==> config.mk <==
export PLATFORM = sky130hd
export DESIGN_NAME = servo_move_ctrl_flat
export DESIGN_NICKNAME = d
export VERILOG_FILES = /design/src/rtl/servo_move_ctrl_if.sv /design/src/rtl/servo_move_ctrl.sv /design/src/flat_wrapper.sv
export SDC_FILE = /design/constraint.sdc
export NUM_CORES = 1
export LEC_CHECK = 0
export ABC_AREA = 1
export ABC_CLOCK_PERIOD_IN_PS = 2700
export BUFFER_PORTS_ARGS = -buffer_cell sky130_fd_sc_hd__buf_4
export CORE_MARGIN = 8
export CORE_UTILIZATION = 55
export CTS_BUF_LIST = sky130_fd_sc_hd__clkbuf_8
export DETAILED_ROUTE_END_ITERATION = 10
export PLACE_DENSITY = 0.78
export SYNTH_ARGS = -nofsm -noshare
export SYNTH_HDL_FRONTEND = slang
export SYNTH_SLANG_ARGS = --single-unit
==> constraint.sdc <==
create_clock -name clk -period 2.7 [get_ports clk]
set_input_delay 0.135 -clock clk [delete_from_list [all_inputs] [get_ports clk]]
set_output_delay 0.135 -clock clk [all_outputs]
set_load 0.01 [all_outputs]
==> src/rtl/servo_move_ctrl_if.sv <==
// Command channel between the motion host and servo_move_ctrl.
interface servo_move_ctrl_if;
    logic       cmd_valid;
    logic       cmd_ready;
    logic [4:0] cmd_pos;

    modport master (output cmd_valid, output cmd_pos, input  cmd_ready);
    modport slave  (input  cmd_valid, input  cmd_pos, output cmd_ready);
endinterface

==> src/rtl/servo_move_ctrl.sv <==
// Move sequencer in front of the servo PWM block: steps l_ctrl/r_ctrl toward a
// commanded pulse position, waits a settle interval, then reports completion.
// Keeps a shadow of the servo position using the servo's own tick and step rule.
module servo_move_ctrl #(
    parameter int unsigned PULSE_0       = 5,
    parameter int unsigned PULSE_180     = 25,
    parameter int unsigned STEP_SIZE     = 2,
    parameter int unsigned SLOW_TICK_MAX = 1000,
    parameter int unsigned SETTLE_TICKS  = 3
) (
    input  logic             clk,
    input  logic             rst,
    servo_move_ctrl_if.slave cmd,
    input  logic             abort,
    input  logic             man_l,
    input  logic             man_r,
    output logic             l_ctrl,
    output logic             r_ctrl,
    output logic [4:0]       pos,
    output logic             busy,
    output logic             done,
    output logic             aborted
);

    localparam int unsigned PW = 5;
    localparam int unsigned AW = 6;
    localparam int unsigned TW = (SLOW_TICK_MAX > 1) ? $clog2(SLOW_TICK_MAX) : 1;
    localparam int unsigned SW = $clog2(SETTLE_TICKS + 1);

    typedef enum logic [1:0] {
        S_IDLE,
        S_MANUAL,
        S_MOVE,
        S_SETTLE
    } state_t;

    state_t          state;
    logic [TW-1:0]   tick_cnt;
    logic [PW-1:0]   goal;
    logic [SW-1:0]   settle_cnt;

    logic            tick;
    logic            handshake;
    logic            need_r;
    logic            need_l;
    logic            arrived;
    logic [AW-1:0]   pos_w;
    logic [AW-1:0]   goal_w;
    logic [AW-1:0]   step_w;
    logic [AW-1:0]   pos_up;
    logic [AW-1:0]   pos_dn;
    logic [AW-1:0]   cmd_w;
    logic [AW-1:0]   goal_in;

    assign cmd.cmd_ready = (state == S_IDLE);
    assign busy          = (state != S_IDLE);
    assign handshake     = cmd.cmd_valid && (state == S_IDLE);
    assign tick          = (tick_cnt == TW'(SLOW_TICK_MAX - 1));

    // Saturating step arithmetic, goal clamping and arrival test, all at 6 bits.
    always_comb begin
        pos_w   = AW'(pos);
        goal_w  = AW'(goal);
        step_w  = AW'(STEP_SIZE);
        cmd_w   = AW'(cmd.cmd_pos);

        pos_up  = pos_w + step_w;
        if (pos_up > AW'(PULSE_180)) begin
            pos_up = AW'(PULSE_180);
        end

        pos_dn  = AW'(PULSE_0);
        if (pos_w >= AW'(PULSE_0) + step_w) begin
            pos_dn = pos_w - step_w;
        end

        goal_in = cmd_w;
        if (cmd_w < AW'(PULSE_0)) begin
            goal_in = AW'(PULSE_0);
        end else if (cmd_w > AW'(PULSE_180)) begin
            goal_in = AW'(PULSE_180);
        end

        need_r  = (goal_w >= pos_w + step_w);
        need_l  = (pos_w >= goal_w + step_w);
        arrived = !need_r && !need_l;
    end

    // Tick divider, shadow position, and the move/manual/settle sequencer.
    always_ff @(posedge clk) begin
        if (rst) begin
            state      <= S_IDLE;
            tick_cnt   <= '0;
            pos        <= PW'(PULSE_0);
            goal       <= PW'(PULSE_0);
            settle_cnt <= '0;
            l_ctrl     <= 1'b0;
            r_ctrl     <= 1'b0;
            done       <= 1'b0;
            aborted    <= 1'b0;
        end else begin
            tick_cnt <= tick ? '0 : tick_cnt + 1'b1;

            if (tick) begin
                if (r_ctrl) begin
                    pos <= PW'(pos_up);
                end else if (l_ctrl) begin
                    pos <= PW'(pos_dn);
                end
            end

            done    <= 1'b0;
            aborted <= 1'b0;

            case (state)
                S_IDLE: begin
                    l_ctrl <= 1'b0;
                    r_ctrl <= 1'b0;
                    if (handshake) begin
                        goal  <= PW'(goal_in);
                        state <= S_MOVE;
                    end else if (man_l ^ man_r) begin
                        state <= S_MANUAL;
                    end
                end

                S_MANUAL: begin
                    r_ctrl <= man_r & ~man_l;
                    l_ctrl <= man_l & ~man_r;
                    if (!(man_l ^ man_r)) begin
                        state <= S_IDLE;
                    end
                end

                S_MOVE: begin
                    if (abort) begin
                        l_ctrl  <= 1'b0;
                        r_ctrl  <= 1'b0;
                        done    <= 1'b1;
                        aborted <= 1'b1;
                        state   <= S_IDLE;
                    end else if (arrived) begin
                        l_ctrl     <= 1'b0;
                        r_ctrl     <= 1'b0;
                        settle_cnt <= '0;
                        state      <= S_SETTLE;
                    end else begin
                        r_ctrl <= need_r;
                        l_ctrl <= need_l;
                    end
                end

                S_SETTLE: begin
                    l_ctrl <= 1'b0;
                    r_ctrl <= 1'b0;
                    if (abort) begin
                        done    <= 1'b1;
                        aborted <= 1'b1;
                        state   <= S_IDLE;
                    end else if (tick) begin
                        if (settle_cnt == SW'(SETTLE_TICKS - 1)) begin
                            done  <= 1'b1;
                            state <= S_IDLE;
                        end else begin
                            settle_cnt <= settle_cnt + 1'b1;
                        end
                    end
                end

                default: begin
                    l_ctrl <= 1'b0;
                    r_ctrl <= 1'b0;
                    state  <= S_IDLE;
                end
            endcase
        end
    end

endmodule

==> src/flat_wrapper.sv <==
// flat-port wrapper written by rule: the top's interface ports become plain ports
module servo_move_ctrl_flat 
#(
    parameter int unsigned PULSE_0       = 5,
    parameter int unsigned PULSE_180     = 25,
    parameter int unsigned STEP_SIZE     = 2,
    parameter int unsigned SLOW_TICK_MAX = 1000,
    parameter int unsigned SETTLE_TICKS  = 3
)
  (clk, rst, abort, man_l, man_r, l_ctrl, r_ctrl, pos, busy, done, aborted, cmd_cmd_valid, cmd_cmd_pos, cmd_cmd_ready);
  servo_move_ctrl_if cmd_i ();
  input  logic clk;
  input  logic rst;
  input  logic abort;
  input  logic man_l;
  input  logic man_r;
  output logic l_ctrl;
  output logic r_ctrl;
  output logic [4:0] pos;
  output logic busy;
  output logic done;
  output logic aborted;
  input wire logic [$bits(cmd_i.cmd_valid)-1:0] cmd_cmd_valid;
  input wire logic [$bits(cmd_i.cmd_pos)-1:0] cmd_cmd_pos;
  output wire logic [$bits(cmd_i.cmd_ready)-1:0] cmd_cmd_ready;
  assign cmd_i.cmd_valid = cmd_cmd_valid;
  assign cmd_i.cmd_pos = cmd_cmd_pos;
  assign cmd_cmd_ready = cmd_i.cmd_ready;
  servo_move_ctrl #(.PULSE_0(PULSE_0), .PULSE_180(PULSE_180), .STEP_SIZE(STEP_SIZE), .SLOW_TICK_MAX(SLOW_TICK_MAX), .SETTLE_TICKS(SETTLE_TICKS)) u_core (.clk(clk), .rst(rst), .cmd(cmd_i), .abort(abort), .man_l(man_l), .man_r(man_r), .l_ctrl(l_ctrl), .r_ctrl(r_ctrl), .pos(pos), .busy(busy), .done(done), .aborted(aborted));
endmodule
==> impl_results.md <==
* Clock Latency Late Sink at 280 ps
* Grt ovf at 0
* Top sig layer: met4
* PostCTS Resize Cnt at 0
* Port Buffer Count at 21
* Warnings, synthesis at 0
* Max Cap Viol at 0
* Worst R2R Start: u_core.pos[1]
* Antenna-violating nets left at 0
* Syn avg cell area at 7.02 um2
* Syn-to-layout area delta at 15.6%
* Max transition margin at 74.3%
* Leakage at 0.985 nW
* Vias at 1547
* Clk Tree Root Cell: clkbuf_8
* Routed WL at 3.50 mm
* Reg2Reg Capture Point: u_core.settle_cnt[1]
* Cell area power density at 644 nW/um2
* M1 WL at 1.68 mm
* Clock transition at the registers of the reported paths at 90 ps
* HPWL after detailed placement at 2.80 mm
* Multi-input logic area at roughly 1000 um2
* Seq. cell area at 561 um2
* Starting Density at between 50% and 60%
* Routed len/inst at 11.2 um
* CTS Buf Count at 3
* VDD IR max at about 0.32 mV
* Syn nets at 273
* Routed vias/inst at 4.96
* Fin. Hold Viols at 0
* Worst endpoint required time at 2870 ps
* Hold path cells at 2
* First-pass GRT wire length at 6.10 mm
* Met2 routed WL at 1.61 mm
* Max frequency at 479 MHz
* Worst Hold Launch: rst
* End-of-flow core utilization at 66.0%
* Crit path time final at 2090 ps
* Die Ht at about 70 um
* CTS tree: built
* Fraction of layout cells with a size suffix above 1 at 13.4%
* Final GP Congestion at 0.850
* Number of setup violations in the final report at 0
* Die ar. at roughly 5200 um2
* Total clock sinks at 28
* Clock skew at just under 10 ps
* RSZ-0062 raised after global routing: false
* Core Area at about 3000 um2
* Syn Inst Count at 246
* Pre-antenna DRT Iters at 5
* Synthesized cell area at ~1700 um2
* Worst R2R Path Depth at 13
* Post-CTS setup buffers at 0
* WHS Endpoint: u_core.goal[1]
* # DRC at 0
* Final net count at 296
* Gr usage total at between 10 and 15%
* # hold bufs at CTS at 0
* Crit path kind: register to register
* Sequential-to-total area share from yosys stat at 32.4%
* Fillers at 270
* #FFs+latches synth at 28
* Largest net degree at the start of global routing at 17
* CP endpoint kind: register
* Final Max Slew Viols at 0
* Reg-to-reg setup timing slack at ~610 ps
* Worst-Margin Slew at 385 ps
* Placed Area at 1930 um2
* Status: finished, final reports clean
* # IOs at 22
* CP Launch Type: register
* H-tree levels at 1
* Final Instance Area at 2000 um2
* Routed wl met3 at about 140 um
* Data arrival time at the worst-slack endpoint at 2260 ps
* Distinct cells, synth at 29
* Initial DRC Count at 91
* Die W at approximately 72 um
* Min-delay worst type: primary input to register
* Row count at 20
* Initial antenna violation count at 0
* Setup TNS at 0 ps
* Ant diodes at 0
* Vias in the first global route at ~1400
* Final worst path period share at 77.3%
* Worst-path maximum fanout at 9
* CTS max path bufs at 2
state kept, by name, summed over array words and instances (netlist names):
register	flops
u_core.r_ctrl	1
u_core.state	2
u_core.l_ctrl	1
u_core.goal	5
u_core.tick_cnt	10
u_core.pos	5
u_core.done	1
u_core.aborted	1
u_core.settle_cnt	2
per-stage QoR:
| step | instances | hold slack (ps) | setup slack [ps] | total power, W |
|---|---|---|---|---|
| floorplan | 246 | 270 | 845 | 0.000834 |
| global placement | 308 | 371 | 705 | 0.000958 |
| detailed placement | 308 | 373 | 644 | 0.000969 |
| CTS | 312 | 82.0 | 616 | 0.00130 |
| global route | 312 | 83.1 | 390 | 0.00139 |
| finish | 312 | 85.5 | 614 | 0.00129 |
placed cells by master (no fill, tap or decap):
master / netlist / layout
nand2_1: 46 / 46
inv_1: 41 / 41
nor2_1: 30 / 30
dfxtp_1: 28 / 28
buf_4: 0 / 21
nand3_1: 20 / 20
a21oi_1: 16 / 16
ha_1: 16 / 16
o21ai_0: 11 / 11
xnor2_1: 4 / 4
o211ai_1: 4 / 4
xor2_1: 3 / 3
nor3_1: 3 / 3
nand4_1: 3 / 3
clkbuf_8: 0 / 3
nand2_2: 2 / 2
or2_2: 2 / 2
nor2_4: 2 / 2
a211oi_1: 2 / 2
inv_2: 1 / 1
nand3_2: 1 / 1
nor4_4: 1 / 1
nand3b_1: 1 / 1
o21bai_2: 1 / 1
a31oi_1: 1 / 1
o31ai_1: 1 / 1
o311ai_0: 1 / 1
or2_0: 1 / 1
a21oi_2: 1 / 1
bufinv_16: 0 / 1
cells by family (layout without fill, tap and decap cells):
family | count (synthesis) | in the layout | share of synthesized area (%)
compound gates | 38 | 38 | 12.9
xor+xnor | 7 | 7 | 3.55
fa+ha+maj | 16 | 16 | 11.6
buf+inv | 45 | 67 | 9.92
flops | 28 | 28 | 32.4
simple gates | 112 | 112 | 29.6
routing by layer:
| metal | track usage, % | vias to the layer above |
|---|---|---|
| met5 | 0 | - |
| met4 | 6.80 | 0 |
| met3 | 2.62 | 5 |
| met2 | 23.7 | 26 |
| met1 | 18.1 | 677 |
| li1 | - | 839 |
how the worst max path moves through the flow:
stage,start,end,slack (ps),cells past startpoint
CTS,u_core.pos[1],u_core.state[1],620,13
global placement,u_core.pos[1],u_core.settle_cnt[0],710,13
finish,u_core.pos[1],u_core.settle_cnt[1],610,13
global route,u_core.pos[1],u_core.settle_cnt[1],390,13
detailed placement,u_core.pos[1],u_core.state[1],640,13
floorplan,u_core.pos[1],u_core.state[1],850,13
where the power goes:
part	switching [W]	total, W	internal (W)	leakage, nW
registers	0.0000528	0.000519	0.000466	0.228
clock network	0.000128	0.000327	0.000199	0.0357
logic	0.000261	0.000441	0.000181	0.721
synth_stat cells:
| library cell | n | area [um2] |
|---|---|---|
| a211oi_1 | 2 | 15.0 |
| a21oi_1 | 16 | 80.1 |
| a21oi_2 | 1 | 8.76 |
| a31oi_1 | 1 | 6.26 |
| buf_2 | 2 | 10.0 |
| clkbuf_1 | 1 | 3.75 |
| dfxtp_1 | 28 | 561 |
| ha_1 | 16 | 200 |
| inv_1 | 41 | 154 |
| inv_2 | 1 | 3.75 |
| nand2_1 | 46 | 173 |
| nand2_2 | 2 | 12.5 |
| nand3_1 | 20 | 100 |
| nand3_2 | 1 | 10.0 |
| nand3b_1 | 1 | 7.51 |
| nand4_1 | 3 | 18.8 |
| nor2_1 | 30 | 113 |
| nor2_4 | 2 | 22.5 |
| nor3_1 | 3 | 15.0 |
| nor4_4 | 1 | 21.3 |
| o211ai_1 | 4 | 30.0 |
| o21ai_0 | 11 | 55.1 |
| o21bai_2 | 1 | 11.3 |
| o311ai_0 | 1 | 8.76 |
| o31ai_1 | 1 | 7.51 |
| or2_0 | 1 | 6.26 |
| or2_2 | 2 | 12.5 |
| xnor2_1 | 4 | 35.0 |
| xor2_1 | 3 | 26.3 |
critical path, stage by stage, from the launching register on:
cell and delay, ps:
dfxtp_1 520, ha_1 240, xnor2_1 170, ha_1 300
nand2_1 70, nand2_1 50, nand2_1 50, nand2_1 40
nand2_1 50, nand2_1 80, o21bai_2 200, nand3_1 100
nand2_1 80, nor2_1 40
cell type report:
class	count	share of cell area (%)
sequential	28	28.1
multi-input combinational	173	49.8
timing repair buffer	21	7.89
clock buffer	3	2.07
clock inverter	1	1.50
tap	44	2.76
inverter	42	7.89
Note: power is estimated with default switching activity, not from simulation.
